## config.mk

```make
export PLATFORM = sky130hd
export DESIGN_NAME = ship_life_ctl
export DESIGN_NICKNAME = d
export VERILOG_FILES = /design/src/rtl/ship_life_ctl_pkg.sv /design/src/rtl/ship_life_ctl_frame_tick_gen.sv /design/src/rtl/ship_life_ctl.sv
export SDC_FILE = /design/constraint.sdc
export NUM_CORES = 1
export LEC_CHECK = 0
export CORE_MARGIN = 3
export CORE_UTILIZATION = 32
export DETAILED_ROUTE_END_ITERATION = 10
export PLACE_DENSITY = 0.55
export SKIP_CTS_REPAIR_TIMING = 1
export SLEW_MARGIN = 20
export SYNTH_ARGS = -nofsm -noshare
export SYNTH_HDL_FRONTEND = slang
export SYNTH_SLANG_ARGS = --single-unit
export TNS_END_PERCENT = 50
```

## constraint.sdc

```tcl
create_clock -name pclk -period 1.9 [get_ports pclk]
set_clock_uncertainty 0.15 [all_clocks]
set_input_delay 0.19 -clock pclk [delete_from_list [all_inputs] [get_ports pclk]]
set_output_delay 0.19 -clock pclk [all_outputs]
set_load 0.01 [all_outputs]
```

## src/rtl/ship_life_ctl_pkg.sv

```systemverilog
// Shared encodings and helpers for the ship life-cycle controller and its frame timing.
package ship_ctl_pkg;

  localparam int FRAME_W = 8;
  localparam int CNT_W   = 4;

  typedef enum logic [2:0] {
    ST_IDLE      = 3'd0,
    ST_ALIVE     = 3'd1,
    ST_DYING     = 3'd2,
    ST_RESPAWN   = 3'd3,
    ST_GAME_OVER = 3'd4
  } state_e;

  // Visible during even-numbered blink half-periods, starting visible at frame 0.
  function automatic logic blink_on(input logic [FRAME_W-1:0] cnt, input int unsigned half);
    return ((32'(cnt) / half) & 32'd1) == 32'd0;
  endfunction

endpackage

```

## src/rtl/ship_life_ctl_frame_tick_gen.sv

```systemverilog
// vsync two-flop synchroniser plus registered rising-edge pulse (one pclk wide).
// Tick appears 3 clocks after the raw vsync edge; reusable by other per-frame controllers.
module frame_tick_gen (
  input  logic clk,
  input  logic rst_n,
  input  logic vsync_in,
  output logic frame_tick
);

  logic sync1_q;
  logic sync2_q;
  logic prev_q;
  logic tick_q;
  logic tick_d;

  always_comb begin
    tick_d = sync2_q & ~prev_q;
  end

  always_ff @(posedge clk or negedge rst_n) begin
    if (!rst_n) begin
      sync1_q <= 1'b0;
      sync2_q <= 1'b0;
      prev_q  <= 1'b0;
      tick_q  <= 1'b0;
    end else begin
      sync1_q <= vsync_in;
      sync2_q <= sync1_q;
      prev_q  <= sync2_q;
      tick_q  <= tick_d;
    end
  end

  assign frame_tick = tick_q;

endmodule

```

## src/rtl/ship_life_ctl.sv

```systemverilog
// Player ship life-cycle FSM: IDLE / ALIVE / DYING / RESPAWN (blinking invulnerable) / GAME_OVER.
// Optional SHIP_EXTRA_LIFE_EN adds an extra_life pulse input that gives back one death.
module ship_life_ctl
  import ship_ctl_pkg::*;
#(
  parameter int unsigned LIVES         = 3,
  parameter int unsigned DEATH_FRAMES  = 60,
  parameter int unsigned INVULN_FRAMES = 120,
  parameter int unsigned BLINK_FRAMES  = 8
) (
  input  logic             pclk,
  input  logic             rst,
  input  logic             start,
  input  logic             hit,
  input  logic             vsync_in,
`ifdef SHIP_EXTRA_LIFE_EN
  input  logic             extra_life,
`endif
  output logic             ship_dead,
  output logic             ship_visible,
  output logic             fire_enable,
  output logic             respawn,
  output logic [CNT_W-1:0] dead_count,
  output logic [CNT_W-1:0] lives_left,
  output logic             game_over,
  output logic [2:0]       state_out
);

  localparam logic [CNT_W-1:0] LIVES_C = CNT_W'(LIVES);

  state_e             state_q, state_d;
  logic [FRAME_W-1:0] frame_cnt_q, frame_cnt_d;
  logic [CNT_W-1:0]   dead_count_q, dead_count_d;
  logic               start_prev_q;
  logic               ship_dead_q, ship_dead_d;
  logic               ship_visible_q, ship_visible_d;
  logic               fire_enable_q, fire_enable_d;
  logic               respawn_q, respawn_d;
  logic               game_over_q, game_over_d;
  logic               frame_tick_s;
  logic               start_rise_s;
  logic               extra_s;

`ifdef SHIP_EXTRA_LIFE_EN
  assign extra_s = extra_life;
`else
  assign extra_s = 1'b0;
`endif

  frame_tick_gen u_tick (
    .clk        (pclk),
    .rst_n      (rst),
    .vsync_in   (vsync_in),
    .frame_tick (frame_tick_s)
  );

  assign start_rise_s = start & ~start_prev_q;

  // Next state, death count and respawn pulse.
  always_comb begin
    state_d   = state_q;
    respawn_d = 1'b0;
    if (extra_s && (state_q != ST_GAME_OVER) && (dead_count_q != 4'd0)) begin
      dead_count_d = dead_count_q - 4'd1;
    end else begin
      dead_count_d = dead_count_q;
    end
    case (state_q)
      ST_IDLE, ST_GAME_OVER: begin
        if (start_rise_s) begin
          state_d      = ST_RESPAWN;
          dead_count_d = 4'd0;
          respawn_d    = 1'b1;
        end else begin
          state_d = state_q;
        end
      end
      ST_ALIVE: begin
        if (hit) begin
          // A coincident extra life cancels the death but the ship still dies.
          dead_count_d = extra_s ? dead_count_q : dead_count_q + 4'd1;
          state_d      = (dead_count_d == LIVES_C) ? ST_GAME_OVER : ST_DYING;
        end else begin
          state_d = ST_ALIVE;
        end
      end
      ST_DYING: begin
        if (32'(frame_cnt_q) >= DEATH_FRAMES) begin
          state_d   = ST_RESPAWN;
          respawn_d = 1'b1;
        end else begin
          state_d = ST_DYING;
        end
      end
      ST_RESPAWN: begin
        if (32'(frame_cnt_q) >= INVULN_FRAMES) begin
          state_d = ST_ALIVE;
        end else begin
          state_d = ST_RESPAWN;
        end
      end
      default: state_d = ST_IDLE;
    endcase
  end

  // Frame counter restarts on every state change and saturates.
  always_comb begin
    if (state_d != state_q) begin
      frame_cnt_d = 8'd0;
    end else if (frame_tick_s && (frame_cnt_q != 8'hFF)) begin
      frame_cnt_d = frame_cnt_q + 8'd1;
    end else begin
      frame_cnt_d = frame_cnt_q;
    end
  end

  // Output decode from the next state so the registered outputs line up with state_q.
  always_comb begin
    ship_dead_d    = 1'b1;
    ship_visible_d = 1'b0;
    fire_enable_d  = 1'b0;
    game_over_d    = 1'b0;
    case (state_d)
      ST_ALIVE: begin
        ship_dead_d    = 1'b0;
        ship_visible_d = 1'b1;
        fire_enable_d  = 1'b1;
      end
      ST_RESPAWN: begin
        ship_dead_d    = 1'b0;
        ship_visible_d = blink_on(frame_cnt_d, BLINK_FRAMES);
        fire_enable_d  = 1'b1;
      end
      ST_GAME_OVER: game_over_d = 1'b1;
      default:      ship_dead_d = 1'b1;
    endcase
  end

  // FSM state, counters and registered outputs.
  always_ff @(posedge pclk or negedge rst) begin
    if (!rst) begin
      state_q        <= ST_IDLE;
      frame_cnt_q    <= 8'd0;
      dead_count_q   <= 4'd0;
      start_prev_q   <= 1'b0;
      ship_dead_q    <= 1'b1;
      ship_visible_q <= 1'b0;
      fire_enable_q  <= 1'b0;
      respawn_q      <= 1'b0;
      game_over_q    <= 1'b0;
    end else begin
      state_q        <= state_d;
      frame_cnt_q    <= frame_cnt_d;
      dead_count_q   <= dead_count_d;
      start_prev_q   <= start;
      ship_dead_q    <= ship_dead_d;
      ship_visible_q <= ship_visible_d;
      fire_enable_q  <= fire_enable_d;
      respawn_q      <= respawn_d;
      game_over_q    <= game_over_d;
    end
  end

  assign ship_dead    = ship_dead_q;
  assign ship_visible = ship_visible_q;
  assign fire_enable  = fire_enable_q;
  assign respawn      = respawn_q;
  assign dead_count   = dead_count_q;
  assign game_over    = game_over_q;
  assign lives_left   = (dead_count_q > LIVES_C) ? 4'd0 : LIVES_C - dead_count_q;
  assign state_out    = state_q;

endmodule

```

==> results of run 1 <==
==> state kept, by name (all words and copies together), names as in the netlist <==
signal             count
game_over              1
u_tick.frame_tick      1
state_out              3
u_tick.sync1_q         1
ship_dead              1
fire_enable            1
u_tick.prev_q          1
frame_cnt_q            8
start_prev_q           1
u_tick.sync2_q         1
dead_count             4
respawn                1
ship_visible           1
==> Yosys cell counts, drive strengths merged, types with 2 or more instances <==
| library cell | count |
|---|---|
| buf | 2 |
| dfrtp | 24 |
| and2 | 3 |
| a221oi | 2 |
| o21ai | 8 |
| a21o | 2 |
| nand2b | 3 |
| nor3 | 4 |
| ha | 5 |
| nor2 | 9 |
| o22ai | 2 |
| a211oi | 3 |
| nand2 | 8 |
| inv | 8 |
| and4 | 2 |
| nand3 | 4 |
| a21boi | 2 |
| or3b | 2 |
| a21oi | 5 |
| nand4 | 3 |
| xnor2 | 4 |
| nor2b | 8 |
==> stage by stage <==
stage                      util  worst slack [ns]
after floorplan               -             0.106
after global placement    0.434            -0.210
after detailed placement  0.434            -0.234
after CTS                 0.446            -0.115
after global routing      0.453           0.00129
final                     0.453             0.105
==> power by group <==
| group | switching (uW) | total [uW] | internal [uW] |
|---|---|---|---|
| sequential | 100 | 743 | 643 |
| combinational | 352 | 756 | 404 |
| clock | 151 | 300 | 149 |
==> worst max-delay path, stage by stage, from the launching register on <==
cell,delay (ns)
dfrtp_1,0.38
buf_4,0.17
or3_1,0.37
a221o_2,0.44
a311oi_2,0.20
==> worst max-delay path by stage <==
stage	endpoint	slack (ns)	cells past startpoint
after detailed placement	frame_cnt_q[1]	-0.23	5
after CTS	lives_left[0]	-0.11	4
after floorplan	frame_cnt_q[7]	0.11	4
after global placement	frame_cnt_q[1]	-0.21	5
after global routing	state_out[1]	0.001	5
final	frame_cnt_q[7]	0.10	4
==> routing by layer <==
| metal | vias up | wire [um] | track usage | share of wire |
|---|---|---|---|---|
| li1 | 526 | - | - | - |
| met3 | 4 | 123 | 0.0290 | 0.048 |
| met4 | 0 | 38 | 0.0390 | 0.015 |
| met5 | - | 0 | 0 | 0 |
| met1 | 485 | 1220 | 0.160 | 0.47 |
| met2 | 22 | 1210 | 0.186 | 0.47 |
==> layout make-up <==
| type | instances | area, um2 |
|---|---|---|
| Fill cell | 362 | 2060 |
| Multi-Input combinational cell | 92 | 631 |
| Sequential cell | 25 | 627 |
| Timing Repair Buffer | 34 | 315 |
| Tap cell | 48 | 60.1 |
| Clock buffer | 4 | 45.0 |
| Inverter | 8 | 30.0 |
==> logic make-up after synthesis <==
group,synth area share
adders and majority gates,0.0484
muxes,0.00774
AOI/OAI and AO/OA,0.174
buffers and inverters,0.0387
DFF,0.485
and+or+nand+nor,0.212
xor gates and xnor gates,0.0339
==> metrics.txt, run 1 <==
final routed DRC violation total 0; Overall Global Routing Usage 0.119; dominant cells by area after synthesis dfrtp_1 46%, ha_1 4.8%, nor2b_1 3.9%, o21ai_0 3.1%, xnor2_1 2.7%; CTS root buffer clkbuf_8; routed via count 1037; Tcrit/Tclk final 0.945; worst skew pair latency 0.26 ns; Peak Freq 0.557 GHz; DIE HEIGHT 69.6 um; RR Startpoint state_out[1]; final non-filler cell total 211; YS warnings 0; hold crit path type in -> async; I/O pin cnt 21; R2R depth 4; initial antenna violation count 0; crit path launch state_out[1]; final setup vio count 0; post-route setup TNS 0 ns; net count after synthesis 138; H-tree depth 1; syn avg cell area 10.1 um2; core area 3770 um2; DR iter-0 viols 42; unrepaired setup endpoints after global routing no; vias per inst 4.91; largest net degree at the start of global routing 26; Port Buf Inserts 20; Die W 69.6 um; worst-path fanout max 13; Rows 22; Clock Sinks 25; share of cells above drive strength 1 0.166; Synth Instances 128; VDD IR max 449 uV; clock buffer depth 2; Routability Congestion 0.850; WP data required 1.92 ns; CTS Buf Count 3; clock slew at reported path FFs 0.08 ns; FF-to-FF setup slack 0.10 ns; maxcap violations 0; Cell Pwr Density 1050 nW/um2; Leakage 0.000783 uW; Routed WL 2.59 mm; Yosys top cell by area dfrtp_1; CTS tree built; die area 4840 um2; flops & latches, synth 25; placed cells 207; worst slew pin tran 0.382 ns; smallest hold slack 0.138 ns; Rel. slew slack 0.743; post-synthesis cell type count 39; commonest non-fill, non-tap cells in the layout 24 x dfrtp_1, 16 x clkdlybuf4s50_1, 14 x buf_4, 9 x nor2_1; mapped cell area 1290 um2; WL/cell 12.3 um; Main synth FF type dfrtp_1; sequential share of the synthesized area 0.485; FF-to-FF End frame_cnt_q[7]; Total Power 1800 uW; Antenna Nets Post-Route 0; number of global-route vias before repair 1027; DP Wirelength 1.98 mm; gr ovfl total 0; Initial Util 0.343; first-pass iteration count of the detailed router 4; post-synth top area share 0.465; Layout Nets 174; commonest non-fill, non-tap cell in the layout dfrtp_1; dpl cell area 1640 um2; Antenna Cells 0; CP Data Arrival Time 1.82 ns; Worst Setup Start Kind flop; final instance area 1710 um2; Final Critical Period 1.80 ns; status complete, no violations; EDFF count, synth 0; Worst setup EP type flop; Final Hold Viols 0; Async SR Flop Fraction 1.00; Slew Viols, Final 0; Synth-to-Final Area Change 32.1%; first-pass GRT wire length 4.76 mm; WS Path Type reg -> reg
Note: power is estimated with default switching activity, not from simulation.
==> run 2, diff against run 1 <==
CORE_ASPECT_RATIO = 1.25   (was not set)
==> metrics.txt, run 2 (synthesized netlist as in run 1, its figures left out) <==
status complete, no violations (unchanged); Routed WL 2.89 mm (was 2.59 mm); Synth-to-Final Area Change 30.4% (was 32.1%); CP Data Arrival Time 1.87 ns (was 1.82 ns); maxcap violations 0 (unchanged); Clock Sinks 25 (unchanged); largest net degree at the start of global routing 26 (unchanged); gr ovfl total 0 (unchanged); Biggest register frame_cnt_q (unchanged); Antenna Cells 0 (unchanged); Die W 62.8 um (was 69.6 um); WL/cell 13.6 um (was 12.3 um); vias per inst 4.98 (was 4.91); WP data required 1.92 ns (about the same); Initial Util 0.336 (was 0.343); worst-path fanout max 8 (was 13); worst slew pin tran 0.626 ns (was 0.382 ns); R2R depth 4 (unchanged); final routed DRC violation total 0 (unchanged); final non-filler cell total 213 (was 211); Rel. slew slack 0.582 (was 0.743); share of cells above drive strength 1 0.157 (was 0.166); Antenna Nets Post-Route 0 (unchanged); Final Hold Viols 0 (unchanged); post-route setup TNS 0 ns (unchanged); first-pass GRT wire length 4.84 mm (was 4.76 mm); final setup vio count 0 (unchanged); Gate power share 0.402 (was 0.420); Sw Pwr 634 uW (was 603 uW); Rows 25 (was 22); clock slew at reported path FFs 0.09 ns (was 0.08 ns); CTS tree built (unchanged); initial antenna violation count 0 (unchanged); Cell Pwr Density 1070 nW/um2 (was 1050 nW/um2); VDD IR max 392 uV (was 449 uV); Peak Freq 0.540 GHz (was 0.557 GHz); smallest hold slack 0.110 ns (was 0.138 ns); placed cells 208 (was 207); DR iter-0 viols 84 (was 42); clock buffer depth 2 (unchanged); I/O pin cnt 21 (unchanged); die area 4840 um2 (about the same); commonest non-fill, non-tap cell in the layout dfrtp_1 (unchanged); Leakage 0.000758 uW (was 0.000783 uW); DP Wirelength 2.06 mm (was 1.98 mm); worst skew pair latency 0.28 ns (was 0.26 ns); Slew Viols, Final 0 (unchanged); number of global-route vias before repair 1033 (was 1027); clock share of power 0.184 (was 0.167); Routability Congestion 0.799 (was 0.850); core area 3850 um2 (was 3770 um2); commonest non-fill, non-tap cells in the layout 22 x dfrtp_1, 16 x clkdlybuf4s50_1, 10 x buf_4, 9 x nor2_1 (was 24 x dfrtp_1, 16 x clkdlybuf4s50_1, 14 x buf_4, 9 x nor2_1); internal power 1180 uW (was 1200 uW); final instance area 1690 um2 (was 1710 um2); Port Buf Inserts 20 (unchanged); CTS root buffer clkbuf_8 (unchanged); Layout Nets 170 (was 174); dpl cell area 1610 um2 (was 1640 um2); H-tree depth 1 (unchanged); Final Critical Period 1.85 ns (was 1.80 ns); first-pass iteration count of the detailed router 4 (unchanged); switching share of power 0.350 (was 0.335); CTS Buf Count 3 (unchanged); max FFs per register 8 (unchanged); WS Path Type in -> reg (was reg -> reg); sequential power share 0.415 (was 0.413); Tcrit/Tclk final 0.974 (was 0.945); Worst Setup Start Kind primary input (was flop); hold crit path type in -> async (unchanged); Overall Global Routing Usage 0.128 (was 0.119); Worst setup EP type flop (unchanged); DIE HEIGHT 77.1 um (was 69.6 um); routed via count 1060 (was 1037)
-- run 2: changes by cell type in the layout (fill, tap and decap cells not counted) --
cell        change
a221oi_1        +1
a221oi_2        -1
buf_4           -4
clkbuf_1        -1
clkinvlp_4      +1
dfrtp_1         -2
dfrtp_2         +2
-- run 2: final timing paths --
check                                from             end  slack (ns)
min reg2reg                u_tick.sync1_q  u_tick.sync2_q        0.21
min in group pclk                vsync_in  u_tick.sync1_q        0.19
max reg2reg                  start_prev_q  frame_cnt_q[5]        0.07
max in group asynchronous             rst       ship_dead        1.20
max                                 start  frame_cnt_q[5]        0.05
min                                   rst  frame_cnt_q[7]        0.11
-- run 2: final cells by class --
type	count	area (um2)
fill	368	2160
sequential	25	629
multi-input combinational	92	624
timing repair buffer	30	285
tap	54	67.6
clock buffer	3	41.3
inverter	8	30.0
clock inverter	1	7.51
-- run 2: power groups by stage --
stage	registers, uW	logic [uW]	clock network, uW
2_1_floorplan	774	342	0
3_3_place_gp	755	724	0
3_5_place_dp	759	743	0
4_1_cts	749	750	339
5_1_grt	775	805	362
6_report	751	727	332
-- run 2: per-stage QoR --
stage,power (uW),setup slack (ns),util
2_1_floorplan,1120,0.106,-
3_3_place_gp,1480,-0.221,0.418
3_5_place_dp,1500,-0.276,0.418
4_1_cts,1840,-0.178,0.431
5_1_grt,1940,-0.0196,0.438
6_report,1810,0.0487,0.438
-- run 2: per-layer routing --
layer | track usage | share of wire | vias up
li1 | - | - | 518
met1 | 0.146 | 0.42 | 498
met2 | 0.224 | 0.51 | 36
met3 | 0.0293 | 0.044 | 8
met4 | 0.0596 | 0.024 | 0
met5 | 0 | 0 | -
-- run 2: worst max-delay path, stage by stage --
cell	delay, ns
clkdlybuf4s50_1	0.50
or3b_2	0.49
a221oi_2	0.33
a221o_2	0.29
nor2_1	0.07
